===== src/rtl/usb_rx_ctrl.sv =====
// usb_rx_ctrl
//   Receive-side sequencer between the USB receiver and the AHB data buffer.
//   Moves payload bytes from the receiver FIFO into the data buffer, counts
//   them against MAX_PKT, classifies the finished packet from its PID and
//   keeps sticky status for the AHB slave. After any error the receiver FIFO
//   is flushed.
// Ports
//   clk, rst            clock (rising edge), asynchronous active-high reset
//   rcving, r_error     receiver packet-in-progress and error indications
//   empty, r_data       receiver FIFO status and read-ahead head byte
//   pid                 PID of the current packet
//   r_enable            receiver FIFO pop
//   buf_full            data buffer back-pressure
//   buf_wr, buf_wdata   data buffer write strobe and data
//   status_clear        clears sticky status while idle
//   byte_count          payload bytes stored for the current/last packet
//   rx_packet           0 none, 1 OUT, 2 IN, 3 DATA, 4 ACK, 5 NAK
//   rx_data_ready       sticky: DATA packet with payload stored
//   rx_transfer_active  packet being received or drained
//   rx_error            sticky error flag
//   pkt_done            one-cycle pulse at packet end
module usb_rx_ctrl #(
    parameter int MAX_PKT = 64,
    parameter int CNT_W   = 7
) (
    input  logic             clk,
    input  logic             rst,
    input  logic             rcving,
    input  logic             r_error,
    input  logic             empty,
    input  logic [7:0]       r_data,
    input  logic [3:0]       pid,
    output logic             r_enable,
    input  logic             buf_full,
    output logic             buf_wr,
    output logic [7:0]       buf_wdata,
    input  logic             status_clear,
    output logic [CNT_W-1:0] byte_count,
    output logic [2:0]       rx_packet,
    output logic             rx_data_ready,
    output logic             rx_transfer_active,
    output logic             rx_error,
    output logic             pkt_done
);

    typedef enum logic [2:0] {IDLE, ACTIVE, DRAIN, DONE, ERROR} state_t;

    state_t           state, state_nx;
    logic [CNT_W-1:0] byte_count_nx;
    logic [2:0]       rx_packet_nx;
    logic             rx_data_ready_nx;
    logic             rx_error_nx;
    logic [2:0]       code;
    logic             eligible;
    logic             at_max;

    always_comb begin
        case (pid)
            4'b0001:          code = 3'd1;
            4'b1001:          code = 3'd2;
            4'b0011, 4'b1011: code = 3'd3;
            4'b0010:          code = 3'd4;
            4'b1010:          code = 3'd5;
            default:          code = 3'd0;
        endcase
    end

    assign eligible = !empty && !buf_full;
    assign at_max   = (byte_count == CNT_W'(MAX_PKT));

    always_ff @(posedge clk or posedge rst) begin
        if (rst) begin
            state         <= IDLE;
            byte_count    <= '0;
            rx_packet     <= '0;
            rx_data_ready <= 1'b0;
            rx_error      <= 1'b0;
        end else begin
            state         <= state_nx;
            byte_count    <= byte_count_nx;
            rx_packet     <= rx_packet_nx;
            rx_data_ready <= rx_data_ready_nx;
            rx_error      <= rx_error_nx;
        end
    end

    always_comb begin
        state_nx         = state;
        byte_count_nx    = byte_count;
        rx_packet_nx     = rx_packet;
        rx_data_ready_nx = rx_data_ready;
        rx_error_nx      = rx_error;
        r_enable         = 1'b0;
        buf_wr           = 1'b0;
        pkt_done         = 1'b0;
        case (state)
            IDLE: begin
                // A packet start takes priority over status_clear.
                if (rcving) begin
                    state_nx         = ACTIVE;
                    byte_count_nx    = '0;
                    rx_packet_nx     = '0;
                    rx_data_ready_nx = 1'b0;
                    rx_error_nx      = 1'b0;
                end else if (status_clear) begin
                    rx_packet_nx     = '0;
                    rx_data_ready_nx = 1'b0;
                    rx_error_nx      = 1'b0;
                end
            end
            ACTIVE, DRAIN: begin
                if (r_error) begin
                    state_nx = ERROR;
                end else if (eligible && at_max) begin
                    // A byte beyond MAX_PKT is never written; ERROR flushes it.
                    state_nx = ERROR;
                end else begin
                    if (eligible) begin
                        r_enable      = 1'b1;
                        buf_wr        = 1'b1;
                        byte_count_nx = byte_count + 1'b1;
                    end
                    if (state == ACTIVE && !rcving) begin
                        state_nx = DRAIN;
                    end else if (state == DRAIN && empty) begin
                        state_nx = DONE;
                    end
                end
            end
            DONE: begin
                pkt_done = 1'b1;
                state_nx = IDLE;
                if (code == 3'd0 || (code != 3'd3 && byte_count != '0)) begin
                    rx_error_nx      = 1'b1;
                    rx_packet_nx     = '0;
                    rx_data_ready_nx = 1'b0;
                end else begin
                    rx_packet_nx     = code;
                    rx_data_ready_nx = (code == 3'd3) && (byte_count != '0);
                end
            end
            ERROR: begin
                rx_error_nx = 1'b1;
                r_enable    = !empty;
                if (!rcving && empty) begin
                    pkt_done = 1'b1;
                    state_nx = IDLE;
                end
            end
            default: state_nx = IDLE;
        endcase
    end

    assign buf_wdata          = buf_wr ? r_data : '0;
    assign rx_transfer_active = (state == ACTIVE) || (state == DRAIN) || (state == ERROR);

endmodule


===== config.mk =====
export PLATFORM = sky130hd
export DESIGN_NAME = usb_rx_ctrl
export DESIGN_NICKNAME = d
export VERILOG_FILES = /design/src/rtl/usb_rx_ctrl.sv
export SDC_FILE = /design/constraint.sdc
export NUM_CORES = 1
export LEC_CHECK = 0
export CORE_MARGIN = 3
export CORE_UTILIZATION = 40
export CTS_BUF_LIST = sky130_fd_sc_hd__clkbuf_4 sky130_fd_sc_hd__clkbuf_8
export DETAILED_ROUTE_END_ITERATION = 7
export PLACE_DENSITY = 0.77
export REMOVE_ABC_BUFFERS = 1
export SYNTH_ARGS = -nofsm -noshare
export SYNTH_HDL_FRONTEND = slang
export SYNTH_SLANG_ARGS = --single-unit
export TNS_END_PERCENT = 50

===== constraint.sdc =====
create_clock -name clk -period 1.61 [get_ports clk]
set_input_delay 0.322 -clock clk [delete_from_list [all_inputs] [get_ports clk]]
set_output_delay 0.322 -clock clk [all_outputs]
set_load 0.02 [all_outputs]

==> run summary, run 1 <==
The flow ran to the end, but the final reports show violations. The checks that failed: negative setup slack. The total grt overflow is 0.

In this run the standard cell core region covers 0.00252 mm2. The run gives -0.463 ns as the worst setup margin. The buffer type at the clock tree root is sky130_fd_sc_hd__clkbuf_4. Clock latency on the worst-skew pair, taken at its later pin, is 0.30 ns. The met2 layer usage reported by global route was 47.4%. Of all cell types, the one taking the most synthesized area is sky130_fd_sc_hd__dfrtp_1.

Dividing the final minimum period by the clock period gives 129%. Registers take 378 um2. Clock skew on the completed layout was measured at 0.00467 ns. The number of buffers added on ports was 42; the x dimension of the die was 57.9 um.

The most used standard cell by instance count after synthesis is sky130_fd_sc_hd__nand2_1. The run gives 42.7% as the initial standard-cell utilization of the core. By count the netlist is led by 16 x sky130_fd_sc_hd__nand2_1, 15 x sky130_fd_sc_hd__dfrtp_1, 8 x sky130_fd_sc_hd__and3_1. Global-route wire length before repair: 7070 um. The number of buffers and inverters on the critical path is 2.

Setup repair after global routing could not meet its margin everywhere. The setup path with the least slack is of type flip-flop to output port. The number of warning messages in the yosys log is 0, and the post-placement setup slack is -0.945 ns.

The tool flagged a number of max-cap violations equal to 0. The final count of negative-setup-slack endpoints is 25. The static leakage power was 1.04 nW; the synthesized area divided by synthesized cell count was 8.89 um2. The run gives 915 um2 as the area of combinational cells with multiple inputs. The logs give 15 for the number of clock sinks seen by CTS and 0 for the number of antenna-violating nets in the routed design. The clock buffer count from CTS came out at 3.

In this run the worst path has a maximum fanout of 3. The signal on the critical path passes through nor4_4 -> buf_4 -> a31o_4 -> o22ai_2 -> buf_6. For this design, the slowest cell found on the critical path is sky130_fd_sc_hd__dfrtp_1. The tools report the count of endpoints failing hold in the final timing report as 0. The area growth from synthesis to layout is 102%.

In the synthesized netlist the async set-or-reset flop fraction comes to 100%. The proportion of synthesized chip area in sequential cells was 34.9%; the number of global-route vias before repair was 1,398. For the final count of pins violating max slew, the log shows 0. Across all hold checks on the routed design, the worst slack comes to 0.320 ns. Global routing consumed, over all layers together, 28.2% of the routing resources. TritonCTS built the clock tree. The logs give -6.04 ns for the sum of negative setup slack and 0.00242 W for the final total power. The top cell type by area accounts for 34.9% of the synthesized area. After the last flow step, the layout net total stands at 227.

The data required time of the critical path is 1.29 ns, and the met3 routing resource usage after global routing is 7.57%. After synthesis, the netlist uses 43 different library cells. The most common flop cell mapped by yosys was sky130_fd_sc_hd__dfrtp_1.

The DRC violation count after routing was 0; the H-tree depth was 1. Number of fill cells in the layout: 126. The power per cell area was 1110 mW/mm2. The total wire length after detailed routing came out at 4880 um. The path category of the worst min-delay check is input port to async pin. IR analysis of the VDD net gives a maximum drop of 0.00122 V. In this run, synthesis inferred 0 flip-flops with an integrated enable. The initial antenna violation count is 0, and the clock-pin transition on the worst setup and hold timing paths is 0.10 ns.

The number of cell rows was 18; the starting DRC count in detailed routing was 102. The repair_antennas step left the layout with diodes totalling 0. The mapped cell area was 0.00108 mm2; the mean number of vias per cell was 5.86. The total number of vias was 1,377.

In the global route stage, met1 resource usage came out at 35.3%. STA classifies the critical path startpoint as a flip-flop. The tools report the boundary pin count as 43. Before antenna repair, the detailed router went through 4 iterations.

For this run, the slowest stage of the critical path takes 0.42 ns. The die is 57.9 um tall. The run gives 75.3% as the worst slew margin relative to its limit. The tools report the number of cells produced by synthesis as 121. The final critical-path required period is 2.07 ns, and the slew at the pin closest to its max-slew limit is 0.368 ns. Once detailed placement completed, the half-perimeter wirelength came to 2700 um.

The cell family contributing the most delay on the critical path is flip-flops. Derived from the worst setup path, the maximum achievable clock frequency is 0.482 GHz. No sink is reached through more buffers than the 2 on the longest clock path.

The post-route netlist has 50.2% of its cells at a drive strength greater than 1. The die outline area was 0.00335 mm2. The most crowded layer after global routing is met2. By area the synthesized netlist is led by sky130_fd_sc_hd__dfrtp_1 35%, sky130_fd_sc_hd__nand2_1 5.6%, sky130_fd_sc_hd__and3_1 4.7%. The largest net degree at the start of global routing is 16. Routability-driven placement finished with a final weighted congestion of 0.862. The tools report the category of the worst setup path capture point as an output port. The arrival time at the worst endpoint was 1.75 ns.

Counting flops and latches in the post-synthesis netlist gives 15. The detail-routed net length per standard cell works out to 20.8 um.
sequential cells by signal (all words and copies together), names as in the netlist:
signal and count:
rx_packet 3, rx_data_ready 1, state 3, rx_error 1, byte_count 7
layout by cell type (no fill, tap or decap), drive strengths merged, types with 2 or more instances in the layout:
cell | synthesis | layout
buf | 3 | 55
nand2 | 17 | 17
clkdlybuf4s50 | 0 | 15
dfrtp | 15 | 15
and3 | 8 | 8
dlygate4sd2 | 0 | 8
inv | 6 | 6
nand2b | 5 | 5
dlymetal6s2s | 0 | 5
clkbuf | 2 | 5
a21oi | 5 | 5
nor2 | 5 | 5
o21ai | 5 | 5
mux2i | 4 | 4
nand3 | 4 | 4
a21o | 3 | 3
a2111oi | 3 | 3
nor3 | 3 | 3
a31oi | 3 | 3
o2bb2ai | 3 | 3
a211oi | 3 | 3
or3 | 2 | 2
o22ai | 2 | 2
nor3b | 2 | 2
ha | 2 | 2
kinds of logic (layout without fill, tap and decap cells):
family	count (synthesis)	in the layout	synth area share [%]
compound gates	35	35	25.9
xor+xnor	1	1	0.814
fa+ha+maj	2	2	2.33
buf+inv	11	95	3.95
flops	15	15	34.9
mux	4	4	3.72
simple gates	53	53	28.4
routing by layer:
| layer | part of all wire (%) | up-vias |
|---|---|---|
| met5 | 0 | - |
| met4 | 2.3 | 0 |
| met3 | 5.0 | 17 |
| met2 | 51 | 62 |
| met1 | 42 | 676 |
| li1 | - | 622 |
path summary, 6_finish.rpt:
check / to / cells after the start / startpoint / slack (ns)
min in group clk: rx_packet[2] / 1 / rx_packet[2] / 0.50
setup / recovery: r_enable / 5 / byte_count[5] / -0.46
hold / removal: rx_packet[1] / 3 / rst / 0.32
hold reg to reg: rx_packet[2] / 1 / rx_packet[2] / 0.50
max in group asynchronous: state[2] / 3 / rst / 1.08
setup reg to reg: rx_error / 6 / byte_count[5] / -0.17
report_power, final:
group / leakage (nW) / switching [W] / total [W] / internal [W]
Clock: 0.0184 / 0.000141 / 0.000255 / 0.000114
Combinational: 0.820 / 0.000895 / 0.00166 / 0.000766
Sequential: 0.202 / 0.0000761 / 0.000507 / 0.000431
what timing repair did:
| action | 4_1_cts | 5_1_grt |
|---|---|---|
| gates cloned | 1 | 0 |
| endpoints found under the setup margin | 29 | 31 |
| resized for setup | 120 | 31 |
| buffers inserted | 5 | 3 |
| pin swaps | 21 | 12 |
| hold buffers | 0 | 0 |
metrics by stage:
step | util [%] | cell area (um2) | instances
2_1_floorplan | - | 1060 | 116
3_3_place_gp | 70.7 | 1780 | 224
3_5_place_dp | 70.7 | 1780 | 224
4_1_cts | 81.1 | 2050 | 234
5_1_grt | 86.3 | 2180 | 235
6_report | 86.3 | 2180 | 235
cell type report:
type / count / area share (%)
inverters: 6 / 1.04
repair buffers: 85 / 36.5
multi-input cells: 95 / 42.0
well taps: 30 / 1.73
clock buffers: 4 / 1.38
flip-flops and latches: 15 / 17.4
worst register-to-register path, delay by kind of cell, from the launching register on:
family | cells | cell delay [ns]
DFF | 1 | 0.42
and+or+nand+nor | 2 | 0.50
AOI/OAI and AO/OA | 2 | 0.40
buffers and inverters | 2 | 0.33
No activity file was read; power rests on OpenSTA's default activity.
==> run 2, diff against run 1 <==
--- a/config.mk
+++ b/config.mk
@@ -9,7 +9,7 @@
 export CORE_UTILIZATION = 40
 export CTS_BUF_LIST = sky130_fd_sc_hd__clkbuf_4 sky130_fd_sc_hd__clkbuf_8
 export DETAILED_ROUTE_END_ITERATION = 7
-export PLACE_DENSITY = 0.77
+export PLACE_DENSITY = 0.78
 export REMOVE_ABC_BUFFERS = 1
 export SYNTH_ARGS = -nofsm -noshare
 export SYNTH_HDL_FRONTEND = slang
==> run summary, run 2 (synthesized netlist as in run 1, its figures left out) <==
The max capacitance violation total was 0 (unchanged); the x dimension of the die was 57.9 um (unchanged). The layout net count came out at 234 (was 227). For the worst setup margin, the log shows -0.455 ns (was -0.463 ns). TritonCTS built the clock tree.

The tools report the met2 wire length as 2580 um (was 2490 um). The tools report the starting DRC count in detailed routing as 69 (was 102). Uppermost layer routed: met4 (unchanged).

The logs give 6840 um (was 7070 um) for the global-route wire length before repair and 0.00220 mm2 (was 0.00218 mm2) for the post-route standard cell area excluding fillers. The tools report the number of global-route vias before repair as 1,377 (was 1,398). Cell count after placement: 224 (unchanged).

The run gives 0.00335 mm2 (unchanged) as the die outline area. Commonest non-fill, non-tap cells in the layout: 43 x sky130_fd_sc_hd__buf_4, 19 x sky130_fd_sc_hd__buf_6, 15 x sky130_fd_sc_hd__nand2_1, 15 x sky130_fd_sc_hd__clkdlybuf4s50_1, 13 x sky130_fd_sc_hd__dfrtp_1 (was 34 x sky130_fd_sc_hd__buf_4, 20 x sky130_fd_sc_hd__buf_6, 15 x sky130_fd_sc_hd__nand2_1, 15 x sky130_fd_sc_hd__clkdlybuf4s50_1, 13 x sky130_fd_sc_hd__dfrtp_1). Most common cell after layout, fill and taps aside: sky130_fd_sc_hd__buf_4 (unchanged). The slew at the pin closest to its max-slew limit was 0.332 ns (was 0.368 ns); the number of cell rows was 18 (unchanged). The maximum net fanout on the critical path works out to 5 (was 3). The share of final-layout standard cells stronger than drive strength 1 came out at 50.9% (was 50.2%). The worst voltage drop across the vdd grid was 0.00133 V (was 0.00122 V); the synthesis-to-layout area growth was 104% (was 102%). The final antenna diode count is 0 (unchanged). The run gives 43 (unchanged) as the boundary pin count. The logs give 15 (unchanged) for the number of clock sinks seen by CTS and 0 (unchanged) for the count of endpoints failing hold in the final timing report.

Setup repair after global routing could not meet its margin everywhere. Largest registers in the final layout: byte_count (7), rx_packet (3), state (3) (unchanged). The tools report the worst clock skew as 0.00651 ns (was 0.00467 ns). The DRC violation count after routing was 0 (unchanged); the detail-routed net length per standard cell was 20.9 um (was 20.8 um).

The detailed-placement wirelength estimate was 2610 um (was 2700 um). The arrival time at the worst endpoint was 1.74 ns (was 1.75 ns); the non-filler instance count after layout was 242 (was 235). The flip-flop count of the largest register, all copies and words added is 7 (unchanged), and the routability congestion estimate is 0.838 (was 0.862). The placeable core region is 0.00252 mm2 (unchanged). The tools report the routed length on met3 as 231 um (was 243 um). The final critical-path required period came out at 2.06 ns (was 2.07 ns). The total wire length after detailed routing came out at 5050 um (was 4880 um). The kind of start point of the critical path was a flip-flop (unchanged). The power per cell area was 1130 mW/mm2 (was 1110 mW/mm2); the part of the cycle the worst path needs was 128% (was 129%). Static leakage power: 1.05 nW (was 1.04 nW). The logs give 42.7% (unchanged) for the initial standard-cell utilization of the core and 1 (unchanged) for the H-tree depth. For the total grt overflow, the log shows 0 (unchanged). Number of buffers added on ports: 42 (unchanged). The run gives 77.7% (was 75.3%) as the worst slew margin relative to its limit.

The flow ran to the end, but the final reports show violations. The clock latency on the worst-skew pair is 0.31 ns (was 0.30 ns), and the total number of vias is 1,395 (was 1,377). Register ranked first by flip-flop count: byte_count (unchanged). The data required time of the critical path is 1.29 ns (about the same).

The classification of the worst setup path is flip-flop to output port (unchanged). Maximum buffer depth of the clock tree: 2 (unchanged). The run gives 0 (unchanged) as the final count of pins violating max slew. The mean number of vias per cell is 5.76 (was 5.86). The y dimension of the die is 57.9 um (unchanged), and the clock-pin transition on the worst setup and hold timing paths is 0.12 ns (was 0.10 ns).

Category of the worst setup path capture point: an output port (unchanged). The detailed-routing iteration count for the pre-antenna-repair pass came out at 6 (was 4). The initial antenna violation count was 0 (unchanged); the instance area at placement was 0.00178 mm2 (unchanged). The wire length on met1 was 2050 um (was 2030 um).

The path category of the worst min-delay check is input port to async pin (unchanged). Violated checks: negative setup slack (unchanged). The number of antenna-violating nets in the routed design came out at 0 (unchanged). The final count of negative-setup-slack endpoints came out at 26 (was 25).

The tools report the buffer type at the clock tree root as sky130_fd_sc_hd__clkbuf_4 (unchanged). Highest clock rate: 0.484 GHz (was 0.482 GHz). Global router's overall resource usage: 27.0% (was 28.2%). For the largest net degree at the start of global routing, the log shows 16 (unchanged). The tools report the clock buffer count from CTS as 3 (unchanged).
## run 2: worst max-delay path: stages, from the launching register on
cell	delay (ns)
sky130_fd_sc_hd__dfrtp_1	0.45
sky130_fd_sc_hd__nor4_4	0.40
sky130_fd_sc_hd__a31oi_4	0.15
sky130_fd_sc_hd__buf_6	0.16
sky130_fd_sc_hd__and3_4	0.15
sky130_fd_sc_hd__buf_6	0.12
## run 2: final cells by class
cell class	instances	area (um2)
Inverter	6	22.5
Fill cell	134	325
Multi-Input combinational cell	95	898
Clock inverter	1	5.00
Tap cell	30	37.5
Clock buffer	3	22.5
Sequential cell	15	378
Timing Repair Buffer	92	833
## run 2: final timing paths
path                               start           end  cells past startpoint  slack (ns)
hold / removal                       rst  rx_packet[0]                      3        0.33
min in group clk            rx_packet[2]  rx_packet[2]                      1        0.51
max in group asynchronous            rst      state[2]                      3        1.08
setup reg to reg           byte_count[2]      rx_error                      6       -0.29
hold reg to reg             rx_packet[2]  rx_packet[2]                      1        0.51
setup / recovery           byte_count[2]  buf_wdata[6]                      5       -0.45
## run 2: stage by stage
stage	setup slack, ns	power [W]	TNS [ns]	hold WS (ns)	util [%]
after detailed placement	-0.971	0.00167	-14.20	0.469	70.7
after CTS	-0.402	0.00220	-4.32	0.329	82.6
after floorplan	-0.252	0.00106	-2.65	0.223	-
after global placement	-0.914	0.00163	-13.28	0.465	70.7
after global routing	-0.502	0.00259	-7.57	0.341	87.1
final	-0.455	0.00248	-6.21	0.325	87.1
## run 2: power breakdown
group	switching [W]	leakage [nW]	total [W]	internal, W
Combinational	0.000910	0.828	0.00173	0.000825
Sequential	0.0000626	0.202	0.000494	0.000431
Clock	0.000164	0.0177	0.000256	0.0000929
Total	0.00114	1.05	0.00248	0.00135
## run 2: metal layers
layer  vias up  global-route usage [%]
met1       683                    33.2
li1        629                       -
met5         -                       0
met4         0                    12.3
met3        21                    5.35
met2        62                    45.3
## run 2: timing repair
action	CTS	global route
endpoints found under the setup margin	30	30
resized for setup	127	25
pin swaps	22	8
buffers inserted	9	7
gates cloned	1	0
hold buffers	0	0
